===== src/rtl/mips_pkg.sv =====
// mips_pkg: shared fetch-stage types, widths and reset PC
package mips_pkg;
  localparam int XLEN = 32;
  localparam int OPCODE_W = 6;
  localparam logic [XLEN-1:0] RESET_PC_DEF = 32'h0000_0000;
  typedef enum logic [1:0] {IDLE, REQ, HOLD, DROP} fetch_state_t;
endpackage


===== src/rtl/fetch_skid.sv =====
// fetch_skid: one-entry buffer for an instruction acked while decode is stalled
module fetch_skid
  import mips_pkg::*;
(
  input  logic            clk,
  input  logic            rst_n,
  input  logic            load,
  input  logic            unload,
  input  logic            clear,
  input  logic [XLEN-1:0] instr_in,
  input  logic [XLEN-1:0] pc4_in,
  output logic [XLEN-1:0] instr,
  output logic [XLEN-1:0] pc4,
  output logic            valid
);
  always_ff @(posedge clk or negedge rst_n)
    if (!rst_n) begin
      instr <= '0;
      pc4 <= '0;
      valid <= 1'b0;
    end else if (clear) valid <= 1'b0;
    else if (load) begin
      instr <= instr_in;
      pc4 <= pc4_in;
      valid <= 1'b1;
    end else if (unload) valid <= 1'b0;
endmodule


===== src/rtl/fetch_unit.sv =====
// fetch_unit: IF stage with skid buffer and redirect drop; FETCH_PERF_CNT_EN adds fetchCount/flushCount
module fetch_unit
  import mips_pkg::*;
#(
  parameter logic [XLEN-1:0] RESET_PC = RESET_PC_DEF
) (
  input  logic                clk,
  input  logic                resetN,
  output logic                imemReq,
  output logic [XLEN-1:0]     imemAddr,
  input  logic                imemAck,
  input  logic [XLEN-1:0]     imemData,
  input  logic                stall,
  input  logic                redirect,
  input  logic [XLEN-1:0]     redirectPc,
  output logic [XLEN-1:0]     instr,
  output logic [OPCODE_W-1:0] opCode,
  output logic [XLEN-1:0]     pcPlus4,
  output logic                instrValid
`ifdef FETCH_PERF_CNT_EN
  ,
  output logic [XLEN-1:0]     fetchCount,
  output logic [XLEN-1:0]     flushCount
`endif
);
  fetch_state_t state;
  logic [XLEN-1:0] req_addr, pend_pc, tgt, skid_instr, skid_pc4;
  logic skid_valid, skid_load, skid_unload;
  assign tgt = redirectPc & ~32'd3;
  assign imemAddr = req_addr;
  assign opCode = instr[XLEN-1 -: OPCODE_W];
  assign skid_load = state == REQ && imemAck && stall && !redirect;
  assign skid_unload = state == HOLD && !stall && !redirect;
  fetch_skid u_skid (
    .clk(clk),
    .rst_n(resetN),
    .load(skid_load),
    .unload(skid_unload),
    .clear(redirect),
    .instr_in(imemData),
    .pc4_in(req_addr + 32'd4),
    .instr(skid_instr),
    .pc4(skid_pc4),
    .valid(skid_valid)
  );
  // Redirect outranks stall and ack; an un-acked request must drain in DROP first
  always_ff @(posedge clk or negedge resetN)
    if (!resetN) begin
      state <= IDLE;
      imemReq <= 1'b0;
      req_addr <= RESET_PC;
      pend_pc <= RESET_PC;
      instr <= '0;
      pcPlus4 <= '0;
      instrValid <= 1'b0;
    end else if (redirect) begin
      instrValid <= 1'b0;
      if ((state == REQ || state == DROP) && !imemAck) begin
        state <= DROP;
        pend_pc <= tgt;
      end else begin
        state <= REQ;
        imemReq <= 1'b1;
        req_addr <= tgt;
      end
    end else
      case (state)
        IDLE: begin
          state <= REQ;
          imemReq <= 1'b1;
        end
        REQ:
          if (imemAck && !stall) begin
            instr <= imemData;
            pcPlus4 <= req_addr + 32'd4;
            instrValid <= 1'b1;
            req_addr <= req_addr + 32'd4;
          end else if (imemAck) begin
            state <= HOLD;
            imemReq <= 1'b0;
          end else if (!stall) instrValid <= 1'b0;
        HOLD:
          if (!stall) begin
            instr <= skid_instr;
            pcPlus4 <= skid_pc4;
            instrValid <= skid_valid;
            req_addr <= skid_pc4;
            state <= REQ;
            imemReq <= 1'b1;
          end
        default: begin
          if (imemAck) begin
            state <= REQ;
            req_addr <= pend_pc;
          end
          if (!stall) instrValid <= 1'b0;
        end
      endcase
`ifdef FETCH_PERF_CNT_EN
  logic deliver;
  assign deliver = skid_unload || (state == REQ && imemAck && !stall && !redirect);
  always_ff @(posedge clk or negedge resetN)
    if (!resetN) begin
      fetchCount <= '0;
      flushCount <= '0;
    end else begin
      fetchCount <= fetchCount + {31'd0, deliver};
      flushCount <= flushCount + {31'd0, redirect};
    end
`endif
endmodule


===== config.mk =====
export PLATFORM = sky130hd
export DESIGN_NAME = fetch_unit
export DESIGN_NICKNAME = d
export VERILOG_FILES = /design/src/rtl/mips_pkg.sv /design/src/rtl/fetch_skid.sv /design/src/rtl/fetch_unit.sv
export SDC_FILE = /design/constraint.sdc
export NUM_CORES = 1
export LEC_CHECK = 0
export CORE_ASPECT_RATIO = 0.5
export CORE_UTILIZATION = 45
export DETAILED_ROUTE_END_ITERATION = 8
export GPL_TIMING_DRIVEN = 1
export PLACE_DENSITY = 0.7
export REMOVE_ABC_BUFFERS = 1
export SETUP_SLACK_MARGIN = 0.3
export SKIP_CTS_REPAIR_TIMING = 1
export SYNTH_ARGS = -nofsm -noshare
export SYNTH_HDL_FRONTEND = slang
export SYNTH_SLANG_ARGS = --single-unit

===== constraint.sdc =====
create_clock -name clk -period 3.9 [get_ports clk]
set_input_delay 0.39 -clock clk [delete_from_list [all_inputs] [get_ports clk]]
set_output_delay 0.39 -clock clk [all_outputs]
set_load 0.01 [all_outputs]

After elaboration in Yosys (flattened, before gate mapping)
Cells that the tools add are included.
- $add $sub $neg: 1
- equality and inequality tests: 12
- mux-type cells: 32
- bitwise operators: 1
- reduce and logical (&&, ||, !) cells: 24
- operators with widths (kind ; count):
    $mux W32 ; 7
    $pmux W32 S2 ; 2
    $pmux W32 S3 ; 1
    $add A32 B3 Y32 const B ; 1
    $mux W1 ; 13
    $mux W2 ; 6
    $reduce_bool A4 Y1 ; 3
    $reduce_and A5 Y1 ; 2
    $ne A3 B3 Y1 const B ; 3
    $reduce_and A4 Y1 ; 2
    $logic_and A1 B1 Y1 ; 7
    $ne A2 B2 Y1 const B ; 3
    $pmux W1 S3 ; 2
    $pmux W2 S3 ; 1
    $eq A2 B2 Y1 const B ; 2
    $ne A4 B3 Y1 const B ; 1
    $reduce_and A2 Y1 ; 2
    $logic_not A1 Y1 ; 3
    $ne A3 B2 Y1 const B ; 1
    $reduce_and A3 Y1 ; 1
    $reduce_bool A3 Y1 ; 1
    $eq A2 B1 Y1 const B ; 1
    $logic_not A2 Y1 ; 1
    $ne A2 B1 Y1 const B ; 1
    other kinds (3) ; 3
- flip-flop bits (word level): 195
- input port bits: 69
- output and inout port bits: 104
- word-level logic and storage cells: 80

Depth between registers and ports, before layout
- depth after elaboration: 6
- depth in mapped cells: 9
- depth with buffers taken out: 7

Hierarchy
A second synthesis with hierarchy kept.
- cells, all modules: 922
- area total of the unflattened synthesis: 9985.8 um^2
- by module, submodules not included (module ; times used ; cells each ; area each (um^2) ; sequential area each (um^2)):
    fetch_unit ; 1 ; 782 ; 7244.4 ; 3253.1
    fetch_skid ; 1 ; 140 ; 2741.4 ; 1626.6

Least setup slack after synthesis
OpenSTA, ideal clock, no wires.
- kind: flip-flop to flip-flop
- from: register req_addr[18] (netlist: imemAddr[18])
- to: register pcPlus4[26]
- library setup time: 0.069 ns
- data arrival time: 2.057 ns
- path slack: 1.774 ns
- stages on the path, launching flop included: 7
- buffers on the path: 1
- clock period less this slack: 2.126 ns
- cell sequence: dfrtp_1 > clkbuf_1 > nand3_1 > or4_4 > nor4_1 > mux2_2 > nand3_1
- longest elaborated chain between the ends: 3
- ends and longest elaborated chain (element ; line ; text):
    start, declared ; fetch_unit.sv:27 ; logic [XLEN-1:0] req_addr, pend_pc, tgt, skid_instr, skid_pc4;
    start signal, assigned ; fetch_unit.sv:64 ; req_addr <= tgt;
    start signal, assigned ; fetch_unit.sv:77 ; req_addr <= req_addr + 32'd4;
    start signal, assigned ; fetch_unit.sv:87 ; req_addr <= skid_pc4;
    $add A32 B3 Y32 ; fetch_unit.sv:75 ; pcPlus4 <= req_addr + 32'd4;
    $mux W32 ; fetch_unit.sv:73 ; if (imemAck && !stall) begin
    $pmux W32 S2 ; fetch_unit.sv:67 ; case (state)
    end signal, assigned ; fetch_unit.sv:75 ;
    end signal, assigned ; fetch_unit.sv:85 ; pcPlus4 <= skid_pc4;
    end, declared ; fetch_unit.sv:18 ; output logic [XLEN-1:0] pcPlus4,
No other way between the ends. The select of a mux whose other input is x is not followed.
A chain may end at the register's enable or synchronous reset.

Final worst setup path
- from: register state[0]
- to: register pcPlus4[26]
- longest elaborated chain between the ends: 3
- ends and longest elaborated chain (element ; line ; text):
    start, declared ; fetch_unit.sv:26 ; fetch_state_t state;
    start signal, assigned ; fetch_unit.sv:49 ; state <= IDLE;
    start signal, assigned ; fetch_unit.sv:59 ; state <= DROP;
    start signal, assigned ; fetch_unit.sv:62 ; state <= REQ;
    $eq A2 B1 Y1 or $eq A2 B2 Y1 (tied branches) ; fetch_unit.sv:67 ;
    $ne A2 B1 Y1 (no source line), or another cell as far along ; - ;
    $reduce_and A4 Y1 (no source line) ; - ;
Parallel ways exist; a longest one is shown, timed or not.

==> results.yml <==
cts:
  cts.reportedPaths.clkPinSlew_ps: 70
  clkLatencyLatePin_ps: 440
  cts_root_buf: "clkbuf_16"
  max-clock-path-buffers: 2
  cts_htree_levels: 4
  numCtsBuffers: 17
  cts_tree: "yes"
  clock_sinks: 195
synth:
  syn-instance-count: 960
  ys_ff_latch: 195
  synth_edf_count: 0
  synth_area_per_cell_sq_um: 10.10
  synth_warnings: 0
  synthFlopType: "dfrtp_1"
  seq_area_frac_synth: 0.5030
  netlist_area_sq_um: 9701
  synthTopCellsByArea: "dfrtp_1 50%, mux2_2 8.5%, o21ai_0 5.6%"
  synth_top_area_cell: "dfrtp_1"
  synth_cell_type_count: 70
  async_reset_ff_frac: 1.000
  synth_top_cells_by_count: "195 x dfrtp_1, 130 x nand2_1, 109 x o21ai_0"
  netlist.area_leader.share: 0.5030
  synth.most_common_cell: "dfrtp_1"
route:
  wirelength_microns: 27560
  ant_nets: 0
  post_drt_wl_per_cell_microns: 20.00
  drt_iter0_drc: 689
  vias_per_cell: 5.930
  dr_total_vias: 8172
  first_pass_iters: 6
  drcViolationCount: 0
finish:
  fillerInstances: 1772
  area_growth_pct: 27.18
  n_antenna_cell: 0
  utilization: 0.5922
  drive_gt1_frac: 0.1312
  final_nets: 1166
power:
  p_total_mw: 10.13
  peakVddDrop_uv: 413.5
  cellPowerDensity_nw_per_um2: 821.5
  p_leak_nw: 5.156
floorplanning:
  die_y_microns: 105.8
  die_w_microns: 209.6
  start_util: 0.4656
  dieArea_sq_um: 22180
  ios: 173
  rows: 37
  core_area_sq_um: 20830
timing:
  setup_ws_ps: 1023
  post-route-period-util: 0.7377
  slew_headroom: 0.3447
  rsz0062_at_grt: "no"
  hold_viol_final: 0
  fin_skew_ps: 8.288
  maxSlewViolCount: 0
  setup_viol: 0
  max_freq_mhz: 347.6
  fin_setup_tns_ps: 0
  tightest_slew_ps: 982.9
  period_minus_slack_ps: 2877
place:
  gp_congestion: 0.8597
  io_buffers: 170
  hpwl_microns: 17550
  dp_slack_ps: 866.7
critical_path:
  critPathMaxFanout: 59
  arrival_ps: 3250
  worst_setup_path_end_kind: "register"
  cp.required_ps: 4280
  critical_path_class: "reg2reg"
  cp_cell_sequence: "inv_1, ha_4, mux2i_1, or3_4, or3_1, mux2_2, nand3_1"
  start_kind: "register"
  cp_slowest_cell: "or3_4"
  slowest_delay_ps: 660
global_routing:
  grt_max_degree: 118
  grt.overflow.total: 0
  grt_usage: 0.2565
  grt_pass1_wl_microns: 43810
  first_global_vias: 8020
  grt_antenna_before_repair: 0
hold_path:
  worst_hold_path_type: "in2async"
flow_run:
  cap_violations: 0
run_status:
  outcome: "finished, final reports clean"
[flip-flops by register name, indices dropped and copies added (netlist names)]
register / flops
imemAddr: 32
u_skid.pc4: 32
u_skid.instr: 32
imemReq: 1
pcPlus4: 32
pend_pc: 30
u_skid.valid: 1
instr: 32
instrValid: 1
state: 2
[through the flow]
step / cells / hold WS (ps) / area, sq um
2_1_floorplan: 880 / 94.41 / 9358
3_3_place_gp: 1346 / 454.4 / 11650
3_5_place_dp: 1346 / 459.7 / 11650
4_1_cts: 1378 / 126.4 / 12340
5_1_grt: 1378 / 113.3 / 12340
6_report: 1378 / 58.72 / 12340
[power breakdown]
part	leakage, nW	internal [mW]	switching, mW	total, mW
combinational	2.42	2.09	2.21	4.30
sequential	2.40	2.97	0.796	3.76
clock	0.340	1.26	0.804	2.07
[cell type report]
class / instances / area (sq um) / area share
sequential: 195 / 4880 / 0.3955
multi-input combinational: 671 / 4461 / 0.3616
timing repair buffer: 193 / 1916 / 0.1553
clock buffer: 17 / 425.4 / 0.03448
tap: 273 / 341.6 / 0.02769
clock inverter: 15 / 261.5 / 0.02120
inverter: 14 / 52.55 / 0.004260
[critical path, delay by kind of cell, from the launching register on]
| family | cells | cell delay, ps |
|---|---|---|
| adder cells (fa/ha/maj) | 1 | 560 |
| AND/OR/NAND/NOR | 3 | 1150 |
| flip-flops | 1 | 420 |
| buffers and inverters | 1 | 150 |
| multiplexers | 2 | 480 |
[path summary, 6_finish.rpt]
| kind | start | endpoint | slack, ps | cells after the start |
|---|---|---|---|---|
| max | state[0] | pcPlus4[26] | 1020 | 7 |
| min | resetN | instr[11] | 60 | 1 |
| max reg2reg | state[0] | pcPlus4[26] | 1020 | 7 |
| min reg2reg | instr[24] | instr[24] | 480 | 2 |
| max in group asynchronous | resetN | pcPlus4[12] | 2830 | 2 |
| min in group clk | instr[24] | instr[24] | 480 | 2 |
[kinds of logic (layout without fill, tap and decap cells)]
logic type,Yosys count,after routing,synth area share
buffers and inverters,94,239,0.04076
AND/OR/NAND/NOR,284,284,0.1408
adder cells (fa/ha/maj),5,5,0.006449
AO/OA/AOI/OAI,244,244,0.1605
flip-flops,195,195,0.5030
multiplexers,112,112,0.1250
XOR/XNOR,26,26,0.02347
[per-layer routing]
layer | track usage | vias to the layer above | part of all wire
li1 | - | 3718 | -
met1 | 0.3397 | 4074 | 0.43
met2 | 0.4063 | 333 | 0.47
met3 | 0.06168 | 47 | 0.075
met4 | 0.1032 | 0 | 0.025
met5 | 0 | - | 0
[placed cells by master (no fill, tap or decap), types with 4 or more instances in the layout]
cell / instances
a21boi_0: 5
a21oi_1: 33
a221oi_1: 9
a222oi_1: 4
a22o_1: 4
a22oi_1: 6
and3_1: 14
buf_4: 20
bufinv_16: 7
clkbuf_16: 17
clkdlybuf4s50_1: 169
clkinv_2: 5
dfrtp_1: 195
ha_1: 4
inv_1: 13
mux2_2: 73
mux2i_1: 39
nand2_1: 130
nand3_1: 29
nand4_1: 10
nor2_1: 54
nor3_1: 10
nor4_1: 4
o211a_1: 5
o211ai_1: 14
o21ai_0: 109
o221ai_1: 6
o22ai_1: 4
o31ai_1: 6
or3_1: 4
or4_1: 5
xnor2_1: 11
xor2_1: 15
Power figures use the tool's default switching activity.
